**config.mk**
```make
export PLATFORM = sky130hd
export DESIGN_NAME = spi_tx_sequencer
export DESIGN_NICKNAME = d
export VERILOG_FILES = /design/src/rtl/spi_seq_pkg.sv /design/src/rtl/spi_byte_fifo.sv /design/src/rtl/spi_tx_sequencer.sv
export SDC_FILE = /design/constraint.sdc
export NUM_CORES = 1
export LEC_CHECK = 0
export CELL_PAD_IN_SITES_DETAIL_PLACEMENT = 1
export CELL_PAD_IN_SITES_GLOBAL_PLACEMENT = 1
export CORE_MARGIN = 2
export CORE_UTILIZATION = 53
export CTS_BUF_LIST = sky130_fd_sc_hd__clkbuf_4
export DETAILED_ROUTE_END_ITERATION = 7
export HOLD_SLACK_MARGIN = 0.12
export PLACE_DENSITY_LB_ADDON = 0.3
export SLEW_MARGIN = 15
export SYNTH_ARGS = -nofsm -noshare
export SYNTH_HDL_FRONTEND = slang
export SYNTH_SLANG_ARGS = --single-unit
```
**constraint.sdc**
```tcl
create_clock -name clk -period 4.45 [get_ports clk]
set_input_delay 0.89 -clock clk [delete_from_list [all_inputs] [get_ports clk]]
set_output_delay 0.89 -clock clk [all_outputs]
set_load 0.01 [all_outputs]
```
**src/rtl/spi_seq_pkg.sv**
```systemverilog
// Shared types and constants for the SPI transmit sequencer.
package spi_seq_pkg;

  localparam int BYTE_W   = 8;
  // Master sclk divider; newd must be held at least this long to span an sclk rise.
  localparam int SCLK_DIV = 8;

  typedef enum logic [2:0] {
    IDLE       = 3'd0,
    ISSUE      = 3'd1,
    WAIT_START = 3'd2,
    WAIT_END   = 3'd3,
    RESP       = 3'd4
  } state_t;

endpackage

```
**src/rtl/spi_byte_fifo.sv**
```systemverilog
// Synchronous byte FIFO with head-of-queue read data and occupancy count.
module spi_byte_fifo #(
  parameter int DEPTH  = 8,
  parameter int BYTE_W = 8
) (
  input  logic                   clk,
  input  logic                   rst,
  input  logic                   push,
  input  logic [BYTE_W-1:0]      wr_data,
  input  logic                   pop,
  output logic [BYTE_W-1:0]      rd_data,
  output logic                   full,
  output logic                   empty,
  output logic [$clog2(DEPTH):0] level
);

  localparam int AW = $clog2(DEPTH);

  if (DEPTH < 2 || (DEPTH & (DEPTH - 1)) != 0) begin : g_bad_depth
    $error("spi_byte_fifo: DEPTH must be a power of 2 and at least 2");
  end

  logic [BYTE_W-1:0] mem [DEPTH];
  logic [AW-1:0]     wr_ptr;
  logic [AW-1:0]     rd_ptr;
  logic [AW:0]       cnt;
  logic              do_push;
  logic              do_pop;

  assign do_push = push && !full;
  assign do_pop  = pop && !empty;
  assign full    = (cnt == (AW+1)'(DEPTH));
  assign empty   = (cnt == '0);
  assign level   = cnt;
  assign rd_data = mem[rd_ptr];

  always_ff @(posedge clk or posedge rst) begin
    if (rst) begin
      wr_ptr <= '0;
      rd_ptr <= '0;
      cnt    <= '0;
    end else begin
      if (do_push) wr_ptr <= wr_ptr + AW'(1);
      if (do_pop)  rd_ptr <= rd_ptr + AW'(1);
      case ({do_push, do_pop})
        2'b10:   cnt <= cnt + (AW+1)'(1);
        2'b01:   cnt <= cnt - (AW+1)'(1);
        default: cnt <= cnt;
      endcase
    end
  end

  always_ff @(posedge clk) begin
    if (do_push) mem[wr_ptr] <= wr_data;
  end

endmodule

```
**src/rtl/spi_tx_sequencer.sv**
```systemverilog
// Buffers command bytes and issues them one at a time to the byte-wide SPI master.
// Optional echo compare against the issued byte: define SPI_SEQ_ECHO_CHECK_EN.
module spi_tx_sequencer
  import spi_seq_pkg::*;
#(
  parameter int DEPTH         = 8,
  parameter int NEWD_HOLD     = 8,
  parameter int START_TIMEOUT = 64
) (
  input  logic                   clk,
  input  logic                   rst,
  input  logic                   wr_en,
  input  logic [BYTE_W-1:0]      wr_data,
  output logic                   full,
  output logic [$clog2(DEPTH):0] level,
  output logic                   newd,
  output logic [BYTE_W-1:0]      din,
  input  logic                   cs,
  input  logic [BYTE_W-1:0]      m_dout,
  output logic                   busy,
  output logic                   rsp_valid,
  output logic [BYTE_W-1:0]      rsp_data,
  output logic                   err_timeout,
  output logic                   err_mismatch
);

  localparam int TW = $clog2(START_TIMEOUT) + 1;

  if (NEWD_HOLD < SCLK_DIV || NEWD_HOLD > 16) begin : g_bad_hold
    $error("spi_tx_sequencer: NEWD_HOLD must be within one to two sclk periods");
  end

  state_t            state;
  state_t            state_nxt;
  logic [3:0]        hold_cnt;
  logic [TW-1:0]     to_cnt;
  logic              cs_sync_p0;
  logic              cs_sync_p1;
  logic [BYTE_W-1:0] capture;
  logic [BYTE_W-1:0] cap_nxt;
  logic [BYTE_W-1:0] fifo_rd;
  logic              fifo_empty;
  logic              fifo_pop;
  logic              timeout_hit;

  spi_byte_fifo #(
    .DEPTH  (DEPTH),
    .BYTE_W (BYTE_W)
  ) u_fifo (
    .clk     (clk),
    .rst     (rst),
    .push    (wr_en),
    .wr_data (wr_data),
    .pop     (fifo_pop),
    .rd_data (fifo_rd),
    .full    (full),
    .empty   (fifo_empty),
    .level   (level)
  );

  assign fifo_pop  = (state == IDLE) && !fifo_empty;
  assign newd      = (state == ISSUE);
  assign busy      = (state == ISSUE) || (state == WAIT_START) || (state == WAIT_END);
  assign rsp_valid = (state == RESP);

  always_ff @(posedge clk or posedge rst) begin
    if (rst) state <= IDLE;
    else     state <= state_nxt;
  end

  always_comb begin
    state_nxt   = state;
    timeout_hit = 1'b0;
    cap_nxt     = capture;
    case (state)
      IDLE:       if (!fifo_empty) state_nxt = ISSUE;
      // A cs fall seen during the hold goes straight to WAIT_END once the hold ends.
      ISSUE:      if (hold_cnt == '0) state_nxt = cs_sync_p1 ? WAIT_START : WAIT_END;
      WAIT_START: begin
        if (!cs_sync_p1) begin
          state_nxt = WAIT_END;
        end else if (to_cnt == TW'(START_TIMEOUT - 1)) begin
          state_nxt   = IDLE;
          timeout_hit = 1'b1;
        end
      end
      WAIT_END: begin
        if (m_dout != '0) cap_nxt = m_dout;
        if (cs_sync_p1) state_nxt = RESP;
      end
      RESP:       state_nxt = IDLE;
      default:    state_nxt = IDLE;
    endcase
  end

  always_ff @(posedge clk or posedge rst) begin
    if (rst) begin
      cs_sync_p0  <= 1'b1;
      cs_sync_p1  <= 1'b1;
      hold_cnt    <= '0;
      to_cnt      <= '0;
      din         <= '0;
      capture     <= '0;
      rsp_data    <= '0;
      err_timeout <= 1'b0;
    end else begin
      cs_sync_p0 <= cs;
      cs_sync_p1 <= cs_sync_p0;
      if (fifo_pop) begin
        din      <= fifo_rd;
        hold_cnt <= 4'(NEWD_HOLD - 1);
        to_cnt   <= '0;
        capture  <= '0;
      end
      if (state == ISSUE && hold_cnt != '0) hold_cnt <= hold_cnt - 4'd1;
      if (state == ISSUE || state == WAIT_START) to_cnt <= to_cnt + TW'(1);
      if (state == WAIT_END) capture <= cap_nxt;
      if (state == WAIT_END && cs_sync_p1) rsp_data <= cap_nxt;
      if (timeout_hit) err_timeout <= 1'b1;
    end
  end

`ifdef SPI_SEQ_ECHO_CHECK_EN
  logic [BYTE_W-1:0] issued;
  logic              mismatch;

  always_ff @(posedge clk or posedge rst) begin
    if (rst) begin
      issued   <= '0;
      mismatch <= 1'b0;
    end else begin
      if (fifo_pop) issued <= fifo_rd;
      if (state == RESP && rsp_data != issued) mismatch <= 1'b1;
    end
  end

  assign err_mismatch = mismatch;
`else
  assign err_mismatch = 1'b0;
`endif

endmodule

```
# Word-level counts from Yosys, hierarchy flattened
# Memory sizes are Yosys's and may differ from the RTL's. A register that Yosys moved wholly into a read port is not among the register bits.
# Index checks and enable logic that the tools add are counted.
dict set report word_totals {
  register_bits 43
  output_inout_bits 26
  wordCells 70
  mem_count 1
  mem_bits_rw 64
}
dict set report op_classes {
  n_eq_ne 12
  n_reduce_logical 19
  addsub 6
  mux 21
}
# name depth word_bits read_ports rd_clocked_by_memory_dff wr line
set mem_list {}
lappend mem_list {u_fifo.mem 8 8 1 1 1 spi_byte_fifo.sv:23} ;# logic [BYTE_W-1:0] mem [DEPTH];
# cell n
set ops {}
lappend ops {{$mux W8} 4}
lappend ops {{$mux W3} 5}
lappend ops {{$mux W7} 2}
lappend ops {{$pmux W3 S4} 1}
lappend ops {{$logic_not A4 Y1} 2}
lappend ops {{$mux W4} 2}
lappend ops {{$pmux W4 S2} 1}
lappend ops {{$reduce_bool A2 Y1} 4}
lappend ops {{$reduce_bool A8 Y1} 1}
lappend ops {{$sub A4 B1 Y4 const B} 2}
lappend ops {{$add A7 B1 Y7 const B} 1}
lappend ops {{$eq A7 B6 Y1 const B} 1}
lappend ops {{$add A3 B1 Y3 const B} 2}
lappend ops {{$eq A3 B2 Y1 const B} 2}
lappend ops {{$mux W1} 6}
lappend ops {{$logic_and A1 B1 Y1} 5}
lappend ops {{$add A4 B1 Y4 const B} 1}
lappend ops {{$eq A4 B4 Y1 const B} 1}
lappend ops {{$ne A2 B2 Y1 const B} 2}
lappend ops {{$reduce_and A4 Y1} 1}
lappend ops {{$reduce_bool A4 Y1} 1}
lappend ops {{$eq A3 B1 Y1 const B} 1}
lappend ops {{$eq A3 B3 Y1 const B} 1}
lappend ops {{$logic_not A3 Y1} 1}
lappend ops {{other kinds (6)} 8}

# Logic depth before layout (Yosys ltp)
dict set report logic_depth {
  depth_word 6
  ltp_mapped 11
}

# Hierarchy
# From an unflattened synthesis, not the netlist that was laid out.
dict set report hier_totals {
  cells_unflattened 373
  hier_area_um2 5139.9
}
# module cells_each area_each_um2 instances
set by_module_without_submodules {}
lappend by_module_without_submodules {spi_byte_fifo 161 3135.5 1}
lappend by_module_without_submodules {spi_tx_sequencer 212 2004.4 1}

# Worst setup path after synthesis
# Ideal clock, no wire load.
dict set report synth_path {
  path_kind {input to register}
  startpoint {input wr_en}
  endpoint {register u_fifo.cnt[2] (netlist: u_fifo.level[2])}
  slack_ps 1985
  setup_time_ps 134
  stages 9
  path_buffers 0
  arrival_ps 2331
  cell_sequence {a21boi_1 > inv_1 > ha_1 > xor2_1 > ha_1 > a21oi_1 > xor2_1 > nor2_1 > xor2_1}
}
dict set report synth_via {
  elab_chain_cells 3
  elab_cells_between_ends 5
}
# element line
set synth_rtl {}
lappend synth_rtl {{from (decl)} spi_tx_sequencer.sv:12} ;# input logic wr_en,
lappend synth_rtl {{$logic_and A1 B1 Y1 (*)} spi_byte_fifo.sv:30} ;# assign do_push = push && !full;
lappend synth_rtl {{$eq A2 B1 Y1 or $eq A2 B2 Y1 (tied branches)} spi_byte_fifo.sv:45} ;# case ({do_push, do_pop})
lappend synth_rtl {{$pmux W4 S2 or $reduce_bool A2 Y1 (tied branches)} n/a}
lappend synth_rtl {{to (signal assigned)} spi_byte_fifo.sv:46} ;# 2'b10: cnt <= cnt + (AW+1)'(1);
lappend synth_rtl {{to (signal assigned)} spi_byte_fifo.sv:47} ;# 2'b01: cnt <= cnt - (AW+1)'(1);
lappend synth_rtl {{to (signal assigned)} spi_byte_fifo.sv:48} ;# default: cnt <= cnt;
lappend synth_rtl {{to (decl)} spi_byte_fifo.sv:26} ;# logic [AW:0] cnt;
# Mark *: on every way between the ends. The rest lies on a longest branch, timed or not.
# A chain may end at the register's enable or synchronous reset.

# Worst setup path in the final report
dict set report layout_path {
  startpoint {register state[0]}
  endpoint {output newd}
}
dict set report layout_via {
  elab_chain_cells 1
}
# element line
set layout_rtl {}
lappend layout_rtl {{from (decl)} spi_tx_sequencer.sv:33} ;# state_t state;
lappend layout_rtl {{from (signal assigned)} spi_tx_sequencer.sv:68} ;# else state <= state_nxt;
lappend layout_rtl {{$eq A3 B1 Y1} spi_tx_sequencer.sv:62} ;# assign newd = (state == ISSUE);
lappend layout_rtl {{to (decl)} spi_tx_sequencer.sv:16} ;# output logic newd,
# No other way between the ends.

==> run metrics <==
YS warnings 0; die width 99.9 um; reg2reg setup slack 1.88 ns; layout cells sized above 1 14.6%; delay-heaviest family, CP buffers and inverters; initial antenna violation count 0; post-synth design cell area 4880 um2; Post-CTS Setup Bufs 0; H-tree depth 4; PwrDens 663 nW/um2; via count 2933; Layout Nets 419; leakage power 2.15 nW; CTS tree built; HPWL after DPL 7.27 mm; post-synthesis mux area share 10.8%; die area 9990 um2; CTS Hold Bufs 0; Crit Path Class reg -> out; metal2 WL 5.41 mm; Max-cap violations 0; Worst-Margin Slew 0.962 ns; Pins Over Slew Limit 0; met1 WL 4.49 mm; synthesized flop and latch total 115; largest family of logic cells by synthesized area simple AND/OR/NAND/NOR gates; Layout area overhead 15.8%; CP Buf/Inv Count 2; Avg Cell Area, Syn 14.3 um2; total grt overflow 0; Adder-Cell Fraction of Synth Area 1.80%; Fin. Hold Viols 0; Tmin final 3.07 ns; ANT nets after route 0; clk slew on worst S/H paths 0.12 ns; GP Congestion 0.779; Mapped Nets 367; vias in the first global route 3220; Setup crit start kind flip-flop; Peak supply drop 0.000405 V; Ports 46; deepest clock path buffer count 2; vias per cell 5.70; status finished, final reports clean; setup TNS 0 ns; Post-Syn Instances 340; Synth Area in XOR/XNOR 1.80%; critical path fanouts, max 11; Worst EP arrival 2.18 ns; gr usage total 22.9%; first-pass GRT wire length 16.8 mm; CTS buffer count 17; Final Worst Setup Slack 1.38 ns; number of gates resized after CTS 0; Die Height 99.9 um; relative slew slack 35.9%; Layout Skew 0.0203 ns; slowest CP cell dfrtp_1; Core Footprint 9060 um2; async set or reset register ratio after synthesis 44.3%; Max Used Layer met4; CTS sink cnt 115; worst hold-check path type reg -> reg; crit path cell chain or3b_4 > inv_1 > clkdlybuf4s50_1; max incr delay on CP 0.57 ns; Max Freq 326 MHz; largest net degree at the start of global routing 36; met3 wire len 368 um; antenna cells 0; clock latency on the worst-skew pair 0.50 ns; Main synth FF type edfxtp_1; Port Buffers 44; Pre-antenna DRT Iters 4; Root Driver clkbuf_4; count of cell types in the netlist 49; worst slack, placed 1.25 ns; Post-synth EDFFs 64; Setup violations, final 0; Routed WL per cell 20.2 um; RSZ-0062 raised after global routing no; period utilization 69.0%; simple-gate share of the synthesized area 11.2%; DR iter-0 viols 152; CP Data Required Time 3.56 ns; critical path endpoint category output port; DRC Markers 0; initial core utilization 53.8%; compound-gate portion of the synthesized area 5.90%; Post-Route WL 10.4 mm; Seq/Total Area, Yosys 65.6%; Core Rows 35
-- cells in the mapped netlist, drive strengths merged, types with 2 or more instances --
cell / instances / area [um2]
a21oi: 30 / 150
a22o: 2 / 17.5
and2: 2 / 12.5
buf: 13 / 100
dfrtp: 49 / 1230
dfstp: 2 / 52.6
edfxtp: 64 / 1920
ha: 7 / 87.6
inv: 9 / 33.8
mux2: 3 / 33.8
mux2i: 10 / 100
mux4: 16 / 394
nand2: 30 / 115
nand2b: 4 / 25.0
nand3: 4 / 20.0
nor2: 44 / 173
nor3: 10 / 50.1
nor3b: 2 / 15.0
nor4: 2 / 42.5
o21ai: 6 / 41.3
or4: 2 / 22.5
xnor2: 5 / 43.8
xor2: 5 / 43.8
-- flip-flops by register name, indices dropped and copies added, names as in the netlist, 4 cells and up --
signal        cells
u_fifo.mem       64
capture           8
din               8
rsp_data          8
to_cnt            7
hold_cnt          4
u_fifo.level      4
-- final cells by class --
cell class	instances	area, um2
clock inverter	14	141
inverter	9	33.8
timing repair buffer	47	463
clock buffer	17	128
fill	866	3420
sequential	115	3200
multi-input combinational	202	1540
tap	111	139
-- worst reg2reg max path, delay by kind of cell (launching register included) --
| family | cells | cell delay (ns) |
|---|---|---|
| AO/OA/AOI/OAI | 2 | 0.52 |
| buffers and inverters | 1 | 0.16 |
| AND/OR/NAND/NOR | 2 | 0.19 |
| adder cells (fa/ha/maj) | 2 | 0.50 |
| XOR/XNOR | 3 | 0.51 |
| flip-flops | 1 | 0.55 |
-- cells in the final DEF, fill, tap and decap left out, types with 3 or more instances in the layout --
| master | instances |
|---|---|
| a21oi_1 | 30 |
| buf_4 | 3 |
| clkbuf_4 | 17 |
| clkdlybuf4s50_1 | 44 |
| clkinv_2 | 5 |
| clkinv_4 | 3 |
| clkinvlp_4 | 4 |
| dfrtp_1 | 49 |
| edfxtp_1 | 64 |
| ha_1 | 7 |
| inv_1 | 7 |
| mux2_2 | 3 |
| mux2i_1 | 10 |
| mux4_1 | 9 |
| mux4_2 | 7 |
| nand2_1 | 29 |
| nand2b_1 | 4 |
| nand3_1 | 4 |
| nor2_1 | 43 |
| nor3_1 | 9 |
| o21ai_0 | 5 |
| xnor2_1 | 5 |
| xor2_1 | 5 |
-- worst paths after layout --
| path | startpoint | to | depth (start not counted) |
|---|---|---|---|
| worst max-delay path | state[0]$_DFFE_PP0P_ | newd | 3 |
| worst min-delay path | cs_sync_p0$_DFF_PP1_ | cs_sync_p1$_DFF_PP1_ | 0 |
| worst max register to register | u_fifo.level[0]$_DFFE_PP0P_ | u_fifo.level[2]$_DFFE_PP0P_ | 10 |
| worst min register to register | cs_sync_p0$_DFF_PP1_ | cs_sync_p1$_DFF_PP1_ | 0 |
| max in group asynchronous | rst | u_fifo.rd_ptr[2]$_DFFE_PP0P_ | 3 |
| min in group asynchronous | rst | rsp_data[3]$_DFFE_PP0P_ | 2 |
-- through the flow --
| stage | area, um2 | cells | total power, mW | hold WS, ns | utilization (%) |
|---|---|---|---|---|---|
| global placement | 5380 | 484 | 2.94 | 0.345 | 59.3 |
| global route | 5650 | 515 | 3.99 | 0.350 | 62.3 |
| CTS | 5640 | 515 | 3.78 | 0.344 | 62.3 |
| detailed placement | 5380 | 484 | 3.04 | 0.347 | 59.3 |
| floorplan | 4880 | 340 | 2.55 | 0.345 | - |
| finish | 5650 | 515 | 3.74 | 0.347 | 62.3 |
-- where the power goes --
| part | switching, mW | internal [mW] | leakage (nW) | total [mW] |
|---|---|---|---|---|
| Clock | 0.402 | 0.326 | 0.139 | 0.728 |
| Combinational | 0.645 | 0.659 | 0.823 | 1.30 |
| Sequential | 0.301 | 1.41 | 1.19 | 1.71 |
| Total | 1.35 | 2.40 | 2.15 | 3.74 |
-- metal layers --
metal | vias to the layer above | track usage [%]
li1 | 1359 | -
met1 | 1497 | 29.2
met2 | 69 | 37.7
met3 | 8 | 6.55
met4 | 0 | 8.32
met5 | - | 0
-- kinds of logic after synthesis --
family / after synthesis
AO/OA/AOI/OAI: 47
XOR/XNOR: 10
adder cells (fa/ha/maj): 7
buffers and inverters: 23
flip-flops: 115
multiplexers: 29
other: 1
AND/OR/NAND/NOR: 108
Power figures use the tool's default switching activity.
